### src/rtl/maquina_pkg.sv
// ============================================================================
//  Module      : maquina_pkg
//  Description : Shared definitions for the maquina_ctrl_param control FSM:
//                one-hot state encodings and reset-time threshold defaults.
//  Revision    : 1.0 - initial release
// ============================================================================
`default_nettype none

package maquina_pkg;

  // One-hot state encoding; any other pattern is treated as illegal.
  typedef logic [4:0] state_t;

  localparam state_t ST_RESET  = 5'd1;
  localparam state_t ST_INIT   = 5'd2;
  localparam state_t ST_IDLE   = 5'd4;
  localparam state_t ST_ACTIVE = 5'd8;
  localparam state_t ST_ERROR  = 5'd16;

  // Threshold values restored on reset.
  localparam int DFLT_MF_ALTO = 3;
  localparam int DFLT_MF_BAJO = 1;
  localparam int DFLT_VC_ALTO = 15;
  localparam int DFLT_VC_BAJO = 1;
  localparam int DFLT_D_ALTO  = 3;
  localparam int DFLT_D_BAJO  = 1;

endpackage

`default_nettype wire

### src/rtl/maquina_ctrl_param_if.sv
// ============================================================================
//  Module      : maquina_ctrl_param_if
//  Description : Control/status bundle between the FIFO bank manager (master)
//                and the maquina_ctrl_param FSM (slave).
//                Optional macro: MAQUINA_ERR_CNT_EN adds error_count_out.
//  Revision    : 1.0 - initial release
// ============================================================================
`default_nettype none

interface maquina_ctrl_param_if #(
  parameter int NUM_FIFOS = 5,
  parameter int UMB_W     = 5
);

  logic                 init;
  logic                 err_clr;
  logic [UMB_W-1:0]     Umbral_MF_alto;
  logic [UMB_W-1:0]     Umbral_MF_bajo;
  logic [UMB_W-1:0]     Umbral_VC_alto;
  logic [UMB_W-1:0]     Umbral_VC_bajo;
  logic [UMB_W-1:0]     Umbral_D_alto;
  logic [UMB_W-1:0]     Umbral_D_bajo;
  logic [NUM_FIFOS-1:0] FIFO_empties;
  logic [NUM_FIFOS-1:0] FIFO_errors;

  logic [UMB_W-1:0]     Umbral_MF_alto_interno;
  logic [UMB_W-1:0]     Umbral_MF_bajo_interno;
  logic [UMB_W-1:0]     Umbral_VC_alto_interno;
  logic [UMB_W-1:0]     Umbral_VC_bajo_interno;
  logic [UMB_W-1:0]     Umbral_D_alto_interno;
  logic [UMB_W-1:0]     Umbral_D_bajo_interno;
  logic                 cfg_invalid_out;
  logic                 error_out;
  logic                 active_out;
  logic                 idle_out;
  logic [NUM_FIFOS-1:0] errors_out;
`ifdef MAQUINA_ERR_CNT_EN
  logic [7:0]           error_count_out;
`endif

  modport master (
`ifdef MAQUINA_ERR_CNT_EN
    input  error_count_out,
`endif
    output init, err_clr,
    output Umbral_MF_alto, Umbral_MF_bajo, Umbral_VC_alto, Umbral_VC_bajo,
    output Umbral_D_alto, Umbral_D_bajo,
    output FIFO_empties, FIFO_errors,
    input  Umbral_MF_alto_interno, Umbral_MF_bajo_interno,
    input  Umbral_VC_alto_interno, Umbral_VC_bajo_interno,
    input  Umbral_D_alto_interno, Umbral_D_bajo_interno,
    input  cfg_invalid_out, error_out, active_out, idle_out, errors_out
  );

  modport slave (
`ifdef MAQUINA_ERR_CNT_EN
    output error_count_out,
`endif
    input  init, err_clr,
    input  Umbral_MF_alto, Umbral_MF_bajo, Umbral_VC_alto, Umbral_VC_bajo,
    input  Umbral_D_alto, Umbral_D_bajo,
    input  FIFO_empties, FIFO_errors,
    output Umbral_MF_alto_interno, Umbral_MF_bajo_interno,
    output Umbral_VC_alto_interno, Umbral_VC_bajo_interno,
    output Umbral_D_alto_interno, Umbral_D_bajo_interno,
    output cfg_invalid_out, error_out, active_out, idle_out, errors_out
  );

endinterface

`default_nettype wire

### src/rtl/maquina_hold_cnt.sv
// ============================================================================
//  Module      : maquina_hold_cnt
//  Description : Saturating consecutive-cycle counter. done is asserted in the
//                cycle where inc completes HOLD consecutive increments.
//  Revision    : 1.0 - initial release
// ============================================================================
`default_nettype none

module maquina_hold_cnt #(
  parameter int HOLD = 2
) (
  input  wire clk,
  input  wire reset,
  input  wire inc,
  input  wire clr,
  output wire done
);

  localparam int CW = (HOLD < 1) ? 1 : $clog2(HOLD + 1);
  localparam logic [CW-1:0] CNT_MAX  = CW'(HOLD);
  localparam logic [CW-1:0] CNT_LAST = CW'(HOLD - 1);

  logic [CW-1:0] cnt;

  // Current cycle counts toward the run, so done fires on the HOLD-th inc.
  assign done = inc && (cnt >= CNT_LAST);

  // Count consecutive inc cycles; clear wins over inc; saturate at HOLD.
  always_ff @(posedge clk) begin
    if (reset) begin
      cnt <= '0;
    end else if (clr) begin
      cnt <= '0;
    end else if (inc && (cnt != CNT_MAX)) begin
      cnt <= cnt + 1'b1;
    end
  end

endmodule

`default_nettype wire

### src/rtl/maquina_ctrl_param.sv
// ============================================================================
//  Module      : maquina_ctrl_param
//  Description : Parametrised FIFO-bank control FSM. Latches validated MF/VC/D
//                thresholds during INIT, then tracks the bank as IDLE/ACTIVE/
//                ERROR with idle hysteresis and sticky error capture.
//                Optional macro: MAQUINA_ERR_CNT_EN adds a saturating count of
//                ERROR entries on error_count_out.
//  Revision    : 1.0 - initial release
// ============================================================================
`default_nettype none

module maquina_ctrl_param
  import maquina_pkg::*;
#(
  parameter int NUM_FIFOS   = 5,
  parameter int UMB_W       = 5,
  parameter int IDLE_HOLD   = 2,
  parameter int DEF_MF_ALTO = DFLT_MF_ALTO,
  parameter int DEF_MF_BAJO = DFLT_MF_BAJO,
  parameter int DEF_VC_ALTO = DFLT_VC_ALTO,
  parameter int DEF_VC_BAJO = DFLT_VC_BAJO,
  parameter int DEF_D_ALTO  = DFLT_D_ALTO,
  parameter int DEF_D_BAJO  = DFLT_D_BAJO
) (
  input wire clk,
  input wire reset,
  maquina_ctrl_param_if.slave bus
);

  state_t state;
  state_t next_state;

  logic [UMB_W-1:0] mf_alto, mf_bajo, vc_alto, vc_bajo, d_alto, d_bajo;
  logic             cfg_invalid;
  logic             error_flag, active_flag, idle_flag;
  logic [NUM_FIFOS-1:0] errors_q;
  logic [NUM_FIFOS-1:0] sticky;

  logic                 cfg_ok;
  logic                 all_empty;
  logic                 any_err;
  logic                 hold_inc;
  logic                 hold_clr;
  logic                 hold_done;

  logic                 load_en;
  logic                 cfg_invalid_d;
  logic                 error_d, active_d, idle_d;
  logic [NUM_FIFOS-1:0] errors_d;
  logic [NUM_FIFOS-1:0] sticky_d;

  assign cfg_ok    = (bus.Umbral_MF_bajo <= bus.Umbral_MF_alto) &&
                     (bus.Umbral_VC_bajo <= bus.Umbral_VC_alto) &&
                     (bus.Umbral_D_bajo  <= bus.Umbral_D_alto);
  assign all_empty = &bus.FIFO_empties;
  assign any_err   = |bus.FIFO_errors;

  // Hysteresis only runs while ACTIVE with every FIFO empty; any break clears it.
  assign hold_inc  = (state == ST_ACTIVE) && all_empty;
  assign hold_clr  = !hold_inc || (next_state != ST_ACTIVE);

  maquina_hold_cnt #(
    .HOLD (IDLE_HOLD)
  ) u_hold_cnt (
    .clk   (clk),
    .reset (reset),
    .inc   (hold_inc),
    .clr   (hold_clr),
    .done  (hold_done)
  );

  // State register.
  always_ff @(posedge clk) begin
    if (reset) begin
      state <= ST_RESET;
    end else begin
      state <= next_state;
    end
  end

  // Next-state logic; init has top priority except inside ERROR.
  always_comb begin
    next_state = state;
    case (state)
      ST_RESET:  next_state = ST_INIT;
      ST_INIT:   next_state = bus.init ? ST_INIT : ST_IDLE;
      ST_IDLE: begin
        if (bus.init)        next_state = ST_INIT;
        else if (any_err)    next_state = ST_ERROR;
        else if (!all_empty) next_state = ST_ACTIVE;
      end
      ST_ACTIVE: begin
        if (bus.init)        next_state = ST_INIT;
        else if (any_err)    next_state = ST_ERROR;
        else if (hold_done)  next_state = ST_IDLE;
      end
      ST_ERROR: begin
        if (bus.err_clr && !any_err) next_state = ST_IDLE;
      end
      default:   next_state = ST_RESET;
    endcase
  end

  // Next values of the registered outputs, sticky capture and config load.
  always_comb begin
    load_en       = (state == ST_INIT) && cfg_ok;
    cfg_invalid_d = (state == ST_INIT) ? !cfg_ok : cfg_invalid;
    idle_d        = (state == ST_IDLE);
    active_d      = (state == ST_ACTIVE);
    error_d       = (state == ST_ERROR);
    errors_d      = '0;
    sticky_d      = '0;
    if (state == ST_ERROR) begin
      errors_d = sticky | bus.FIFO_errors;
      if (next_state == ST_ERROR) begin
        sticky_d = sticky | bus.FIFO_errors;
      end
    end else if (next_state == ST_ERROR) begin
      sticky_d = bus.FIFO_errors;
    end
  end

  // Thresholds, flags and sticky error register.
  always_ff @(posedge clk) begin
    if (reset) begin
      mf_alto     <= UMB_W'(DEF_MF_ALTO);
      mf_bajo     <= UMB_W'(DEF_MF_BAJO);
      vc_alto     <= UMB_W'(DEF_VC_ALTO);
      vc_bajo     <= UMB_W'(DEF_VC_BAJO);
      d_alto      <= UMB_W'(DEF_D_ALTO);
      d_bajo      <= UMB_W'(DEF_D_BAJO);
      cfg_invalid <= 1'b0;
      idle_flag   <= 1'b0;
      active_flag <= 1'b0;
      error_flag  <= 1'b0;
      errors_q    <= '0;
      sticky      <= '0;
    end else begin
      if (load_en) begin
        mf_alto <= bus.Umbral_MF_alto;
        mf_bajo <= bus.Umbral_MF_bajo;
        vc_alto <= bus.Umbral_VC_alto;
        vc_bajo <= bus.Umbral_VC_bajo;
        d_alto  <= bus.Umbral_D_alto;
        d_bajo  <= bus.Umbral_D_bajo;
      end
      cfg_invalid <= cfg_invalid_d;
      idle_flag   <= idle_d;
      active_flag <= active_d;
      error_flag  <= error_d;
      errors_q    <= errors_d;
      sticky      <= sticky_d;
    end
  end

`ifdef MAQUINA_ERR_CNT_EN
  logic [7:0] err_cnt;

  // Count transitions into ERROR, saturating at 255.
  always_ff @(posedge clk) begin
    if (reset) begin
      err_cnt <= 8'd0;
    end else if ((state != ST_ERROR) && (next_state == ST_ERROR) && (err_cnt != 8'hFF)) begin
      err_cnt <= err_cnt + 8'd1;
    end
  end

  assign bus.error_count_out = err_cnt;
`endif

  assign bus.Umbral_MF_alto_interno = mf_alto;
  assign bus.Umbral_MF_bajo_interno = mf_bajo;
  assign bus.Umbral_VC_alto_interno = vc_alto;
  assign bus.Umbral_VC_bajo_interno = vc_bajo;
  assign bus.Umbral_D_alto_interno  = d_alto;
  assign bus.Umbral_D_bajo_interno  = d_bajo;
  assign bus.cfg_invalid_out        = cfg_invalid;
  assign bus.error_out              = error_flag;
  assign bus.active_out             = active_flag;
  assign bus.idle_out               = idle_flag;
  assign bus.errors_out             = errors_q;

endmodule

`default_nettype wire

### src/flat_wrapper.sv
// flat-port wrapper written by rule: the top's interface ports become plain ports
module maquina_ctrl_param_flat import maquina_pkg::*;
#(
  parameter int NUM_FIFOS   = 5,
  parameter int UMB_W       = 5,
  parameter int IDLE_HOLD   = 2,
  parameter int DEF_MF_ALTO = DFLT_MF_ALTO,
  parameter int DEF_MF_BAJO = DFLT_MF_BAJO,
  parameter int DEF_VC_ALTO = DFLT_VC_ALTO,
  parameter int DEF_VC_BAJO = DFLT_VC_BAJO,
  parameter int DEF_D_ALTO  = DFLT_D_ALTO,
  parameter int DEF_D_BAJO  = DFLT_D_BAJO
)
  (clk, reset, bus_init, bus_err_clr, bus_Umbral_MF_alto, bus_Umbral_MF_bajo, bus_Umbral_VC_alto, bus_Umbral_VC_bajo, bus_Umbral_D_alto, bus_Umbral_D_bajo, bus_FIFO_empties, bus_FIFO_errors, bus_Umbral_MF_alto_interno, bus_Umbral_MF_bajo_interno, bus_Umbral_VC_alto_interno, bus_Umbral_VC_bajo_interno, bus_Umbral_D_alto_interno, bus_Umbral_D_bajo_interno, bus_cfg_invalid_out, bus_error_out, bus_active_out, bus_idle_out, bus_errors_out);
  maquina_ctrl_param_if #(.NUM_FIFOS(NUM_FIFOS), .UMB_W(UMB_W)) bus_i ();
  input wire clk;
  input wire reset;
  input wire logic [$bits(bus_i.init)-1:0] bus_init;
  input wire logic [$bits(bus_i.err_clr)-1:0] bus_err_clr;
  input wire logic [$bits(bus_i.Umbral_MF_alto)-1:0] bus_Umbral_MF_alto;
  input wire logic [$bits(bus_i.Umbral_MF_bajo)-1:0] bus_Umbral_MF_bajo;
  input wire logic [$bits(bus_i.Umbral_VC_alto)-1:0] bus_Umbral_VC_alto;
  input wire logic [$bits(bus_i.Umbral_VC_bajo)-1:0] bus_Umbral_VC_bajo;
  input wire logic [$bits(bus_i.Umbral_D_alto)-1:0] bus_Umbral_D_alto;
  input wire logic [$bits(bus_i.Umbral_D_bajo)-1:0] bus_Umbral_D_bajo;
  input wire logic [$bits(bus_i.FIFO_empties)-1:0] bus_FIFO_empties;
  input wire logic [$bits(bus_i.FIFO_errors)-1:0] bus_FIFO_errors;
  output wire logic [$bits(bus_i.Umbral_MF_alto_interno)-1:0] bus_Umbral_MF_alto_interno;
  output wire logic [$bits(bus_i.Umbral_MF_bajo_interno)-1:0] bus_Umbral_MF_bajo_interno;
  output wire logic [$bits(bus_i.Umbral_VC_alto_interno)-1:0] bus_Umbral_VC_alto_interno;
  output wire logic [$bits(bus_i.Umbral_VC_bajo_interno)-1:0] bus_Umbral_VC_bajo_interno;
  output wire logic [$bits(bus_i.Umbral_D_alto_interno)-1:0] bus_Umbral_D_alto_interno;
  output wire logic [$bits(bus_i.Umbral_D_bajo_interno)-1:0] bus_Umbral_D_bajo_interno;
  output wire logic [$bits(bus_i.cfg_invalid_out)-1:0] bus_cfg_invalid_out;
  output wire logic [$bits(bus_i.error_out)-1:0] bus_error_out;
  output wire logic [$bits(bus_i.active_out)-1:0] bus_active_out;
  output wire logic [$bits(bus_i.idle_out)-1:0] bus_idle_out;
  output wire logic [$bits(bus_i.errors_out)-1:0] bus_errors_out;
  assign bus_i.init = bus_init;
  assign bus_i.err_clr = bus_err_clr;
  assign bus_i.Umbral_MF_alto = bus_Umbral_MF_alto;
  assign bus_i.Umbral_MF_bajo = bus_Umbral_MF_bajo;
  assign bus_i.Umbral_VC_alto = bus_Umbral_VC_alto;
  assign bus_i.Umbral_VC_bajo = bus_Umbral_VC_bajo;
  assign bus_i.Umbral_D_alto = bus_Umbral_D_alto;
  assign bus_i.Umbral_D_bajo = bus_Umbral_D_bajo;
  assign bus_i.FIFO_empties = bus_FIFO_empties;
  assign bus_i.FIFO_errors = bus_FIFO_errors;
  assign bus_Umbral_MF_alto_interno = bus_i.Umbral_MF_alto_interno;
  assign bus_Umbral_MF_bajo_interno = bus_i.Umbral_MF_bajo_interno;
  assign bus_Umbral_VC_alto_interno = bus_i.Umbral_VC_alto_interno;
  assign bus_Umbral_VC_bajo_interno = bus_i.Umbral_VC_bajo_interno;
  assign bus_Umbral_D_alto_interno = bus_i.Umbral_D_alto_interno;
  assign bus_Umbral_D_bajo_interno = bus_i.Umbral_D_bajo_interno;
  assign bus_cfg_invalid_out = bus_i.cfg_invalid_out;
  assign bus_error_out = bus_i.error_out;
  assign bus_active_out = bus_i.active_out;
  assign bus_idle_out = bus_i.idle_out;
  assign bus_errors_out = bus_i.errors_out;
  maquina_ctrl_param #(.NUM_FIFOS(NUM_FIFOS), .UMB_W(UMB_W), .IDLE_HOLD(IDLE_HOLD), .DEF_MF_ALTO(DEF_MF_ALTO), .DEF_MF_BAJO(DEF_MF_BAJO), .DEF_VC_ALTO(DEF_VC_ALTO), .DEF_VC_BAJO(DEF_VC_BAJO), .DEF_D_ALTO(DEF_D_ALTO), .DEF_D_BAJO(DEF_D_BAJO)) u_core (.clk(clk), .reset(reset), .bus(bus_i));
endmodule
### config.mk
export PLATFORM = sky130hd
export DESIGN_NAME = maquina_ctrl_param_flat
export DESIGN_NICKNAME = d
export VERILOG_FILES = /design/src/rtl/maquina_pkg.sv /design/src/rtl/maquina_ctrl_param_if.sv /design/src/rtl/maquina_hold_cnt.sv /design/src/rtl/maquina_ctrl_param.sv /design/src/flat_wrapper.sv
export SDC_FILE = /design/constraint.sdc
export NUM_CORES = 1
export LEC_CHECK = 0
export CAP_MARGIN = 0
export CORE_UTILIZATION = 48
export CTS_BUF_LIST = sky130_fd_sc_hd__clkbuf_4
export CTS_CLUSTER_DIAMETER = 200
export DETAILED_ROUTE_END_ITERATION = 16
export MAX_ROUTING_LAYER = met4
export PLACE_DENSITY = 0.83
export REMOVE_ABC_BUFFERS = 1
export SYNTH_ARGS = -nofsm -noshare
export SYNTH_HDL_FRONTEND = slang
export SYNTH_HIERARCHICAL = 1
export SYNTH_SLANG_ARGS = --single-unit
export TNS_END_PERCENT = 20
### constraint.sdc
create_clock -name clk -period 2.8 [get_ports clk]
set_input_delay 0.56 -clock clk [delete_from_list [all_inputs] [get_ports clk]]
set_output_delay 0.56 -clock clk [all_outputs]
set_load 0.01 [all_outputs]
# ---- Word level (Yosys, flattened, before mapping)
# Index checks and enable logic that the tools add are counted.
dict set report op_classes {
  mux 12
  add_sub_neg 1
  reduce_logical 15
  n_bitwise 2
  n_lt_le_gt_ge 4
  n_eq_ne 8
}
# op n
set ops {}
lappend ops {{2-to-1 mux 5 bit} 10}
lappend ops {{case mux 5 bit (5 select lines)} 1}
lappend ops {{<= comparator 5 bit} 3}
lappend ops {{equality test 5 bit, second input constant} 2}
lappend ops {{logical AND 1 bit} 7}
lappend ops {{equality test 5 x 1 -> 1 bit, second input constant} 1}
lappend ops {{equality test 5 x 2 -> 1 bit, second input constant} 1}
lappend ops {{equality test 5 x 3 -> 1 bit, second input constant} 1}
lappend ops {{equality test 5 x 4 -> 1 bit, second input constant} 1}
lappend ops {{!= test 5 x 4 -> 1 bit, second input constant} 1}
lappend ops {{bitwise OR 5 bit} 1}
lappend ops {{AND reduction 5 bit} 1}
lappend ops {{OR reduction 5 bit} 1}
lappend ops {{OR reduction 2 bit} 2}
lappend ops {{zero test 1 bit} 3}
lappend ops {{2-to-1 mux 3 bit} 1}
lappend ops {{adder 2 x 1 -> 2 bit, second input constant} 1}
lappend ops {{greater-or-equal comparator 2 x 1 -> 1 bit, second input constant} 1}
lappend ops {{!= test 2 bit, second input constant} 1}
lappend ops {{logical OR 1 bit} 1}
lappend ops {{NOT 1 bit} 1}
dict set report word_totals {
  inputBits 44
  regBits 51
}

# ---- Longest topological paths before layout
dict set report logic_depth {
  word_depth 10
  ltp_mapped 8
  ltp_nobuf 7
}

# ---- By module
# The synthesis kept the hierarchy.
# module area_per_inst_um2 cells_per_inst n_inst
set by_module_without_submodules {}
lappend by_module_without_submodules {maquina_ctrl_param 2423.6 263 1}
lappend by_module_without_submodules {maquina_hold_cnt 131.4 12 1}

# ---- Least setup slack after synthesis
# No wires, ideal clock.
dict set report synth_path {
  path_kind {input -> register}
  startpoint {input port bus_Umbral_D_alto[3]}
  endpoint {register u_core.d_alto[0] (netlist: u_core/bus.Umbral_D_alto_interno[0])}
  n_path_buf 1
  stages 8
  t_required_ns 2.728
  setup_time_ns 0.072
  arrival_time_ns 2.037
  path_slack_ns 0.692
  path_cell_list {inv_1 > ha_1 > a21o_1 > a21oi_1 > a32oi_1 > nor4_4 > buf_6 > mux2i_1}
}
dict set report synth_between {
  elab_chain_cells 3
}
# item line_no
set synth_lines {}
lappend synth_lines {{start, declared} flat_wrapper.sv:24} ;# input wire logic [$bits(bus_i.Umbral_D_alto)-1:0] bus_Umbral_D_alto;
lappend synth_lines {{<= comparator 5 bit} maquina_ctrl_param.sv:54} ;# (bus.Umbral_D_bajo <= bus.Umbral_D_alto);
lappend synth_lines {{logical AND 1 bit} maquina_ctrl_param.sv:53} ;# (bus.Umbral_VC_bajo <= bus.Umbral_VC_alto) &&
lappend synth_lines {{logical AND 1 bit} maquina_ctrl_param.sv:106} ;# load_en = (state == ST_INIT) && cfg_ok;
lappend synth_lines {{end signal, assigned} maquina_ctrl_param.sv:130} ;# d_alto <= UMB_W'(DEF_D_ALTO);
lappend synth_lines {{end signal, assigned} maquina_ctrl_param.sv:144} ;# d_alto <= bus.Umbral_D_alto;
lappend synth_lines {{end, declared} maquina_ctrl_param.sv:33} ;# logic [UMB_W-1:0] mf_alto, mf_bajo, vc_alto, vc_bajo, d_alto, d_bajo;
# No other way between the ends.
# A chain may end at the register's enable or synchronous reset.

# ---- Final worst setup path
dict set report layout_path {
  startpoint {input port bus_Umbral_D_alto[3]}
  endpoint {register u_core.d_bajo[3] (netlist: u_core/bus.Umbral_D_bajo_interno[3])}
}
dict set report layout_between {
  elab_chain_cells 3
}
# item line_no
set layout_lines {}
lappend layout_lines {{<= comparator 5 bit} maquina_ctrl_param.sv:54}
lappend layout_lines {{logical AND 1 bit} maquina_ctrl_param.sv:53}
lappend layout_lines {{logical AND 1 bit} maquina_ctrl_param.sv:106}
lappend layout_lines {{end signal, assigned} maquina_ctrl_param.sv:131} ;# d_bajo <= UMB_W'(DEF_D_BAJO);
lappend layout_lines {{end signal, assigned} maquina_ctrl_param.sv:145} ;# d_bajo <= bus.Umbral_D_bajo;
lappend layout_lines {{end, declared} maquina_ctrl_param.sv:33}
# No other way between the ends.

==> key figures <==
Status
  – Outcome: completed

CTS
  – CTS Hold Bufs: 0
  – CTS max path bufs: 2
  – Total CTS buffers: 5
  – Post-CTS setup buffer count: 0
  – Clock slew at reported path FFs: 0.15 ns
  – CTS Root Cell: clkbuf_4
  – CTS sink cnt: 51
  – PostCTS Resize Cnt: 0
  – # H-tree levels: 2
  – TritonCTS clock tree: done
  – Clock Latency Late Sink: 0.37 ns

Drt
  – Detailed-route vias per instance: 4.97
  – Routed len/inst: 12.4 um
  – Drt drc: 0
  – Antenna-violating nets left: 0
  – 1st-pass router iterations: 4
  – Via Count: 2116
  – WL final: 5.28 mm
  – DR iter-0 viols: 85

Synth
  – Cell taking the most area after synthesis: dfxtp_1
  – Main combinational cell family by area after synthesis: simple AND/OR/NAND/NOR gates
  – Cell variety after synth: 38
  – Simple-Gate Fraction of Synth Area: 0.247
  – Adder-Cell Fraction of Synth Area: 0.0833
  – Mux contribution to synthesized area: 0.121
  – Compound-Gate Fraction of Synth Area: 0.0857
  – Seq/Total Area, Yosys: 0.400
  – Post-synth top area share: 0.400
  – Top cells by area, synth: dfxtp_1 (40%), mux2i_1 (12%), nand2b_1 (9.8%)
  – Warnings, synthesis: 6
  – Synthesized area: 2550 um2
  – Synth Instances: 275
  – Post-Syn Area per Cell: 9.29 um2
  – Seq cells post-synth: 51
  – XOR/XNOR share of the synthesized area: 0.00686

Critical path
  – Crit path cell chain: clkdlybuf4s50_1 -> inv_1 -> ha_1 -> a21o_1 -> a21oi_1 -> a32oi_1 -> nor4_4 -> buf_12 -> mux2i_1
  – Reg2reg setup slack: 0.86 ns
  – CP Launch Type: primary input
  – Critical path's top delay family: buffers and inverters
  – CP Buf/Inv Count: 3
  – CP required: 3.10 ns
  – CP arrival: 2.67 ns
  – WS Path Type: in -> reg
  – CP endpoint kind: flip-flop
  – CP max FO: 18
  – CP max-delay cell: clkdlybuf4s50_1
  – Worst path max stage delay: 0.49 ns

Die
  – Site row count: 26
  – I/O pin count: 83
  – Starting density of the core: 0.500
  – Die Y-Extent: 75.0 um
  – Die Wd: 75.0 um
  – Total core area: 5110 um2
  – Die area: 5620 um2

Global routing
  – Initial antenna violation count: 0
  – Largest net degree at the start of global routing: 50
  – Global-route wire length before repair: 8.65 mm
  – Grt ovf: 0
  – Vias in the first global route: 1984
  – GR Util All Layers: 0.205

Cells and area
  – Ant. Diodes: 0
  – NumNets Final: 416
  – Syn-to-layout area delta: 38.3%
  – Share of layout cells above drive strength 1: 0.0562
  – Commonest non-fill, non-tap cell in the layout: clkdlybuf4s50_1
  – Most frequent cells in the layout: clkdlybuf4s50_1 (81), dfxtp_1 (51), nand2b_1 (40), nor2_1 (36), mux2i_1 (31)

Power
  – Static Leak: 1.37 nW
  – VDD IR max: 0.000270 V
  – Power Dens Cells: 434 nW/um2
  – Final Power: 1.53 mW

Timing
  – Max-slew violation count: 0
  – Final period util: 0.846
  – Setup_tns: 0 ns
  – RSZ-0062 raised after global routing: no
  – Worst Skew: 0.00964 ns
  – Fmax achieved: 422 MHz
  – Hold violation count in the final report: 0
  – Fin crit period: 2.37 ns
  – Final setup vio count: 0
  – Max-slew headroom: 0.613
  – Slew @ Worst Pin: 0.566 ns

Placement
  – PortBufs: 82
  – Post-DP HPWL: 4.14 mm
  – Routability cong.: 0.777

Flow run
  – Maxcap violations: 0

Min path
  – Worst Hold Class: reg -> reg
[flip-flops by register name, indices dropped and copies added (netlist names)]
signal                             cells
u_core/bus.error_out                   1
u_core/bus.errors_out                  5
u_core/bus.Umbral_D_alto_interno       5
u_core/bus.Umbral_MF_alto_interno      5
u_core/sticky                          5
u_core/bus.Umbral_D_bajo_interno       5
u_core/state                           5
u_core/bus.Umbral_MF_bajo_interno      5
u_core/bus.cfg_invalid_out             1
u_core/u_hold_cnt/cnt                  2
u_core/bus.Umbral_VC_alto_interno      5
u_core/bus.Umbral_VC_bajo_interno      5
u_core/bus.idle_out                    1
u_core/bus.active_out                  1
[layer usage]
| layer | vias to the layer above | wire, um | GRT usage |
|---|---|---|---|
| met1 | 961 | 2340 | 0.238 |
| met3 | 8 | 311 | 0.0428 |
| met5 | - | 0 | - |
| met2 | 60 | 2570 | 0.354 |
| met4 | 0 | 57 | 0.0629 |
| li1 | 1087 | - | - |
[logic make-up after synthesis]
group / Yosys count
buffers and inverters: 32
adders and majority gates: 17
DFF: 51
muxes: 31
xor gates and xnor gates: 2
AOI/OAI and AO/OA: 32
and+or+nand+nor: 110
[synthesized netlist by cell type, drive strengths merged]
cell type and instances:
a2111oi 1, a21o 4, a21oi 9, a22oi 1, a311oi 1, a32oi 3, and2 1, and3 4
and4b 1, buf 3, clkbuf 10, dfxtp 51, ha 17, inv 19, mux2i 31, nand2 3
nand2b 40, nand3 2, nand3b 2, nor2 36, nor2b 7, nor3 7, nor3b 1, nor4 2
o21a 5, o21ai 5, o21bai 1, o22ai 1, o32a 1, or2 1, or3 1, or4 1
or4b 1, xnor2 1, xor2 1
[layout make-up]
type	count	area (um2)
inverters	19	71.3
fillers	426	1570
clock inverters	3	67.6
flip-flops and latches	51	1020
repair buffers	86	858
clock buffers	5	37.5
multi-input cells	192	1390
well taps	70	87.6
[metrics by stage]
stage | worst slack, ns | instance area, um2 | hold slack (ns) | util | cells
after floorplan | -0.339 | 2480 | 0.428 | - | 262
after global placement | 0.121 | 3430 | 0.443 | 0.671 | 418
after detailed placement | 0.0342 | 3430 | 0.440 | 0.671 | 418
after CTS | 0.433 | 3530 | 0.481 | 0.692 | 426
after global routing | 0.290 | 3530 | 0.498 | 0.692 | 426
final | 0.431 | 3530 | 0.477 | 0.692 | 426
[power by group]
part	switching (mW)	internal (mW)
sequential	0.0199	0.746
combinational	0.110	0.148
clock	0.232	0.278
total	0.362	1.17
[final timing paths]
path | start | endpoint | cells after the start
worst min-delay path | u_core/sticky[0]$_SDFF_PP0_ | u_core/bus.errors_out[0]$_SDFF_PP0_ | 1
worst min register to register | u_core/sticky[0]$_SDFF_PP0_ | u_core/bus.errors_out[0]$_SDFF_PP0_ | 1
worst max-delay path | bus_Umbral_D_alto[3] | u_core/bus.Umbral_D_bajo_interno[3]$_SDFFE_PP0P_ | 9
worst max register to register | u_core/state[2]$_SDFF_PP0_ | u_core/bus.Umbral_D_bajo_interno[3]$_SDFFE_PP0P_ | 5
No activity file was read; power rests on OpenSTA's default activity.
